File: config.mk
export PLATFORM = sky130hd
export DESIGN_NAME = core_bus_arbiter
export DESIGN_NICKNAME = d
export VERILOG_FILES = /design/src/rtl/core_bus_arbiter.sv
export SDC_FILE = /design/constraint.sdc
export NUM_CORES = 1
export LEC_CHECK = 0
export CORE_ASPECT_RATIO = 1.5
export CORE_MARGIN = 1.5
export CORE_UTILIZATION = 48
export CTS_CLUSTER_DIAMETER = 50
export CTS_CLUSTER_SIZE = 16
export DETAILED_ROUTE_END_ITERATION = 8
export DONT_BUFFER_PORTS = 1
export HOLD_SLACK_MARGIN = 0.05
export PLACE_DENSITY_LB_ADDON = 0.08
export SLEW_MARGIN = 40
export SYNTH_ARGS = -nofsm -noshare
export SYNTH_HDL_FRONTEND = slang
export SYNTH_SLANG_ARGS = --single-unit
File: constraint.sdc
create_clock -name clk -period 2.1 [get_ports clk]
set_input_delay 0.21 -clock clk [delete_from_list [all_inputs] [get_ports clk]]
set_output_delay 0.21 -clock clk [all_outputs]
set_load 0.005 [all_outputs]
File: src/rtl/core_bus_arbiter.sv
// core_bus_arbiter: merges fetch and data requests onto one downstream port.
// Optional macro ARB_ROUND_ROBIN_EN alternates grants under contention.
module core_bus_arbiter #(
  parameter int ADDR_W  = 32,
  parameter int DATA_W  = 32,
  parameter int TIMEOUT = 0
) (
  input  logic                clk,
  input  logic                rst,
  input  logic                fetch_request_enable,
  input  logic                freq_mode,
  input  logic [ADDR_W-1:0]   freq_addr,
  input  logic [DATA_W-1:0]   freq_wdata,
  input  logic [DATA_W/8-1:0] freq_wstrb,
  output logic                fetch_response_enable,
  output logic [DATA_W-1:0]   fresp_data,
  input  logic                mem_request_enable,
  input  logic                mreq_mode,
  input  logic [ADDR_W-1:0]   mreq_addr,
  input  logic [DATA_W-1:0]   mreq_wdata,
  input  logic [DATA_W/8-1:0] mreq_wstrb,
  output logic                mem_response_enable,
  output logic [DATA_W-1:0]   mresp_data,
  output logic                bus_request_enable,
  output logic                breq_mode,
  output logic [ADDR_W-1:0]   breq_addr,
  output logic [DATA_W-1:0]   breq_wdata,
  output logic [DATA_W/8-1:0] breq_wstrb,
  input  logic                bus_response_enable,
  input  logic [DATA_W-1:0]   bresp_data,
  output logic                protocol_err,
  output logic                timeout_err
);

  localparam int SW = DATA_W / 8;
  localparam logic [0:0] IDLE = 1'b0;
  localparam logic [0:0] WAIT = 1'b1;
  localparam logic [31:0] TO_LAST = 32'(TIMEOUT - 1);

  logic [0:0]        state;
  logic              owner;
  logic [31:0]       wcnt;

  logic              f_pend, f_busy, f_mode;
  logic [ADDR_W-1:0] f_addr;
  logic [DATA_W-1:0] f_wdata;
  logic [SW-1:0]     f_wstrb;

  logic              m_pend, m_busy, m_mode;
  logic [ADDR_W-1:0] m_addr;
  logic [DATA_W-1:0] m_wdata;
  logic [SW-1:0]     m_wstrb;

  logic              grant_mem, issue, to_hit, fire;
  logic [DATA_W-1:0] fire_data;

`ifdef ARB_ROUND_ROBIN_EN
  logic last_owner;
`endif

  // Grant selection, issue and completion conditions.
  always_comb begin
`ifdef ARB_ROUND_ROBIN_EN
    grant_mem = m_pend && (!f_pend || !last_owner);
`else
    grant_mem = m_pend;
`endif
    issue     = (state == IDLE) && (f_pend || m_pend);
    to_hit    = (TIMEOUT > 0) && (wcnt == TO_LAST);
    fire      = (state == WAIT) && (bus_response_enable || to_hit);
    fire_data = bus_response_enable ? bresp_data : '0;
  end

  // Per-channel request capture, busy tracking and drop detection.
  always_ff @(posedge clk) begin
    if (rst) begin
      f_pend <= 1'b0; f_busy <= 1'b0; f_mode <= 1'b0;
      f_addr <= '0; f_wdata <= '0; f_wstrb <= '0;
      m_pend <= 1'b0; m_busy <= 1'b0; m_mode <= 1'b0;
      m_addr <= '0; m_wdata <= '0; m_wstrb <= '0;
      protocol_err <= 1'b0;
    end else begin
      if (issue && !grant_mem) f_pend <= 1'b0;
      if (issue && grant_mem)  m_pend <= 1'b0;
      if (fetch_response_enable) f_busy <= 1'b0;
      if (mem_response_enable)   m_busy <= 1'b0;
      if (fetch_request_enable) begin
        if (!f_busy || fetch_response_enable) begin
          f_pend  <= 1'b1;
          f_busy  <= 1'b1;
          f_mode  <= freq_mode;
          f_addr  <= freq_addr;
          f_wdata <= freq_wdata;
          f_wstrb <= freq_wstrb;
        end else begin
          protocol_err <= 1'b1;
        end
      end
      if (mem_request_enable) begin
        if (!m_busy || mem_response_enable) begin
          m_pend  <= 1'b1;
          m_busy  <= 1'b1;
          m_mode  <= mreq_mode;
          m_addr  <= mreq_addr;
          m_wdata <= mreq_wdata;
          m_wstrb <= mreq_wstrb;
        end else begin
          protocol_err <= 1'b1;
        end
      end
    end
  end

  // Single-outstanding downstream FSM with response routing and timeout.
  always_ff @(posedge clk) begin
    if (rst) begin
      state <= IDLE;
      owner <= 1'b0;
      wcnt  <= '0;
`ifdef ARB_ROUND_ROBIN_EN
      last_owner <= 1'b1;
`endif
      bus_request_enable    <= 1'b0;
      breq_mode             <= 1'b0;
      breq_addr             <= '0;
      breq_wdata            <= '0;
      breq_wstrb            <= '0;
      fetch_response_enable <= 1'b0;
      fresp_data            <= '0;
      mem_response_enable   <= 1'b0;
      mresp_data            <= '0;
      timeout_err           <= 1'b0;
    end else begin
      bus_request_enable    <= 1'b0;
      fetch_response_enable <= 1'b0;
      mem_response_enable   <= 1'b0;
      case (state)
        IDLE: begin
          if (issue) begin
            bus_request_enable <= 1'b1;
            breq_mode  <= grant_mem ? m_mode  : f_mode;
            breq_addr  <= grant_mem ? m_addr  : f_addr;
            breq_wdata <= grant_mem ? m_wdata : f_wdata;
            breq_wstrb <= grant_mem ? m_wstrb : f_wstrb;
            owner <= grant_mem;
`ifdef ARB_ROUND_ROBIN_EN
            last_owner <= grant_mem;
`endif
            wcnt  <= '0;
            state <= WAIT;
          end
        end
        default: begin
          if (fire) begin
            if (owner) begin
              mem_response_enable <= 1'b1;
              mresp_data <= fire_data;
            end else begin
              fetch_response_enable <= 1'b1;
              fresp_data <= fire_data;
            end
            if (!bus_response_enable) timeout_err <= 1'b1;
            state <= IDLE;
          end else begin
            wcnt <= wcnt + 32'd1;
          end
        end
      endcase
    end
  end

endmodule

# ---- Word-level counts from Yosys, hierarchy flattened
# Index checks and enable logic that the tools add are counted.
# W data, S select, Z words.
dict set report word_totals {
  in_bits 175
  out_inout_bits 138
  register_bits 282
  wordCells 73
}
dict set report classes {
  n_reduce_logical 18
  bitwise_logic 4
  mux 26
}
# cell n
set ops {}
lappend ops {{$mux W32} 3}
lappend ops {{$mux W1} 22}
lappend ops {{$reduce_and A3 Y1} 3}
lappend ops {{$reduce_and A2 Y1} 3}
lappend ops {{$logic_and A1 B1 Y1} 4}
lappend ops {{$mux W4} 1}
lappend ops {{$not A1 Y1} 4}
lappend ops {{$logic_not A1 Y1} 3}
lappend ops {{$logic_or A1 B1 Y1} 3}
lappend ops {{$reduce_or A3 Y1} 1}
lappend ops {{$reduce_or A2 Y1} 1}

# ---- Longest topological paths before layout
dict set report logic_depth {
  depth_word 6
  mapped_depth 6
  depth_no_buf 3
}

# ---- Worst setup path before layout
# No wires, ideal clock.
dict set report synth_path {
  kind {flip-flop to flip-flop}
  startpoint {register state}
  endpoint {register breq_addr[22]}
  path_stages_with_launch 7
  path_buffers 3
  t_arrival_ps 1059
  path_slack_ps 925
  t_required_ps 1985
  path_cell_list {dfxtp_1 -> o21bai_1 -> nor2b_2 -> buf_6 -> buf_6 -> buf_6 -> o2bb2ai_2}
}
dict set report synth_via {
  elab_chain_len 3
}
# item line
set synth_lines {}
lappend synth_lines {{from (decl)} 40} ;# logic [0:0] state;
lappend synth_lines {{from (signal assigned)} 117} ;# state <= IDLE;
lappend synth_lines {{from (signal assigned)} 150} ;# state <= WAIT;
lappend synth_lines {{from (signal assigned)} 163} ;# state <= IDLE;
lappend synth_lines {{$not A1 Y1 (no line) (*)} n/a}
lappend synth_lines {{$logic_and A1 B1 Y1} 68} ;# issue = (state == IDLE) && (f_pend || m_pend);
lappend synth_lines {{$reduce_and A2 Y1 (no line) (*)} n/a}
lappend synth_lines {{to (signal assigned)} 142} ;# breq_addr <= grant_mem ? m_addr : f_addr;
lappend synth_lines {{to (decl)} 26} ;# output logic [ADDR_W-1:0] breq_addr,
# Mark *: on every way between the ends. The rest lies on a longest branch, timed or not.
# A chain may end at the register's enable or synchronous reset.

# ---- Worst setup path in the final report
dict set report layout_path {
  startpoint {register state}
  endpoint {register mresp_data[13]}
}
dict set report layout_via {
  elab_chain_len 2
}
# item line
set layout_lines {}
lappend layout_lines {{$logic_and A1 B1 Y1} 70} ;# fire = (state == WAIT) && (bus_response_enable || to_hit);
lappend layout_lines {{$reduce_and A3 Y1 (no line) (*)} n/a}
lappend layout_lines {{to (signal assigned)} 157} ;# mresp_data <= fire_data;
lappend layout_lines {{to (decl)} 23} ;# output logic [DATA_W-1:0] mresp_data,
# Marks and branches as above.

==> summary.txt <==
Power
  • Leak: 4.85 nW
  • Pwr/cell area: 816 mW/mm^2
  • Max IR drop VDD: 0.000618 V

Timing
  • Worst Tran Pin Value: 574 ps
  • Skew final: 15.9 ps
  • Max Slew Vio Count: 0
  • Endpoints failing hold: 0
  • Max_slew headroom: 61.7%
  • Maximum clock frequency: 517 MHz
  • Setup violations, final: 0
  • RSZ-0062 raised after global routing: false
  • Min Tclk post-route: 1940 ps
  • Setup TNS: 0 ps
  • Final worst path period share: 92.1%
  • Final worst slack: 165 ps

Routing
  • Drt wl/cell: 20.7 um
  • DRC viols: 0
  • First DRT Iteration DRCs: 561
  • WL final: 33.4 mm
  • Via density: 5.88
  • Detailed Routing Iterations Pass 1: 5
  • Final ANT Viol Nets: 0
  • Via Count: 9,498

Floorplanning
  • Die ar.: 0.0232 mm^2
  • Die Y: 186 um
  • Die Wd: 125 um
  • # IOs: 313
  • Core area: 0.0218 mm^2
  • Initial core utilization: 49.1%
  • Row count: 66

Cells and area
  • Fillcell total: 1,996
  • Commonest non-fill, non-tap cells in the layout: 281 x dfxtp_1, 227 x dlygate4sd3_1, 207 x a21oi_1
  • Layout cells sized above 1: 5.44%
  • Core Util, Final: 62.6%
  • Layout area overhead: 27.6%
  • Final nets: 1,507
  • Most common cell after layout, fill and taps aside: dfxtp_1

Critical path
  • Max FO, Critical Path: 32
  • Critical path data required time: 2570 ps
  • FF-to-FF Start: state
  • CP startpoint kind: flip-flop
  • Setup crit end kind: flip-flop
  • CP arrival: 2410 ps
  • WS Path Type: reg2reg
  • Flop2flop setup slack: 160 ps
  • FF-to-FF End: mresp_data[13]
  • Cells on worst reg2reg path: 5

Hold path
  • Min-Delay Startpoint: rst
  • Hold crit path type: in2reg
  • Hold Path Stages: 2
  • Hold EP: m_wdata[10]

Yosys
  • Post-synthesis sequential area ratio: 52.8%
  • Yosys top cell by area: dfxtp_1
  • Synth top area share: 52.8%
  • Net Count, Synth: 1,357
  • Mapped Cells: 1,182
  • Synth warn: 0
  • Area contributors post-synth: dfxtp_1 53%, a21oi_1 9.7%, nand3_1 6.5%, mux2i_1 6.5%, o21ai_0 5.9%
  • Synthesized area per cell: 9.05 um^2
  • Post-synthesis cell area: 0.0107 mm^2
  • Post-synthesis cell type count: 30
  • Synthesis-stage register bit count: 282

Clocking
  • Clk_lat worst skew: 520 ps
  • Root Driver: clkbuf_16
  • CTS buffer count: 24
  • CTS tree: yes
  • Clock-pin slew on the worst setup and hold paths: 70 ps
  • Total number of H-tree levels: 1
  • Clk buf depth: 3
  • # clock sinks: 282

Global route
  • Largest net degree at the start of global routing: 111
  • All-Layer GR Usage: 27.7%
  • GR Overflow Total: 0
  • Vias in the first global route: 9,818
  • Initial antenna violation count: 2
  • First-pass GRT wire length: 52.4 mm

Outcome
  • Outcome: complete, no violations

Place
  • Final HPWL DP: 17.6 mm
  • Port bufs: 0
  • GP Congestion: 0.771
  • Post-Place Setup Slack: 618 ps

Job
  • Total of max-cap violations: 0
-- worst max-delay path, stage by stage (launching register included) --
cell and delay [ps]:
dfxtp_1 490, and3_1 200, buf_4 350, nand2_1 120
a21oi_1 150, dlygate4sd3_1 560
-- routing by layer --
layer / vias to the layer above / routed length, um / global-route usage [%]
met5: - / 0 / 0
met4: 0 / 1150 / 11.3
met3: 68 / 2590 / 6.64
met2: 348 / 16500 / 49.1
met1: 4604 / 13200 / 32.2
li1: 4478 / - / -
-- what timing repair did --
item,in CTS,in global routing
buffers inserted,0,0
resized for setup,0,1
hold endpoints to repair,212,0
hold buffers,229,0
endpoints found under the setup margin,0,6
-- cell families after synthesis --
group	Yosys count	synth area share, %
compound gates	419	22.7
buf+inv	127	6.01
flops	282	52.8
mux	69	6.46
simple gates	285	12.0
-- final cells by class --
cell class / count / area, um^2 / share of cell area (%)
inverters: 4 / 15.0 / 0.110
repair buffers: 247 / 2520 / 18.5
multi-input cells: 773 / 4420 / 32.4
diodes: 3 / 7.51 / 0.0550
flip-flops and latches: 282 / 5650 / 41.4
well taps: 272 / 340 / 2.49
clock inverters: 9 / 81.3 / 0.596
clock buffers: 26 / 618 / 4.53
-- how the worst max path moves through the flow --
stage / cells after the start / start / slack (ps) / end
final: 5 / state / 160 / mresp_data[13]
after global placement: 4 / state / 690 / breq_addr[20]
after detailed placement: 4 / state / 620 / breq_addr[18]
after global routing: 5 / fetch_response_enable / 90 / f_mode
after floorplan: 6 / state / 930 / breq_addr[22]
after CTS: 5 / fetch_response_enable / 140 / f_wdata[31]
-- synth_stat cells (all sizes together) --
| cell | count |
|---|---|
| dfxtp | 282 |
| a21oi | 207 |
| o21ai | 140 |
| nand3 | 139 |
| nand2 | 131 |
| mux2i | 69 |
| o2bb2ai | 69 |
| buf | 64 |
| clkbuf | 59 |
| inv | 4 |
| nand2b | 3 |
| nor2 | 3 |
| nor2b | 3 |
| a211oi | 1 |
| a221oi | 1 |
| and2b | 1 |
| and3 | 1 |
| and3b | 1 |
| nand3b | 1 |
| nor3 | 1 |
| o21bai | 1 |
| or2 | 1 |
-- per-stage QoR --
step / total power [mW] / instances / instance area (um^2) / hold WS (ps)
4_1_cts: 11.2 / 1613 / 13600 / 57.4
2_1_floorplan: 6.56 / 1182 / 10700 / 310
3_5_place_dp: 6.69 / 1349 / 10600 / 299
6_report: 11.1 / 1616 / 13600 / 121
5_1_grt: 11.6 / 1615 / 13600 / 93.5
3_3_place_gp: 6.67 / 1349 / 10600 / 295
-- power breakdown --
part | switching [mW] | internal, mW | leakage (nW)
Sequential | 0.153 | 5.59 | 2.30
Combinational | 0.641 | 0.584 | 2.21
Clock | 2.02 | 2.15 | 0.340
-- flip-flops by register name, summed over array words and instances (netlist names), 4 cells and up --
signal / count
breq_wdata: 32
m_addr: 32
mresp_data: 32
breq_wstrb: 4
m_wstrb: 4
m_wdata: 32
f_wstrb: 4
f_addr: 32
fresp_data: 32
breq_addr: 32
f_wdata: 32
(Power assumes the default switching activity.)
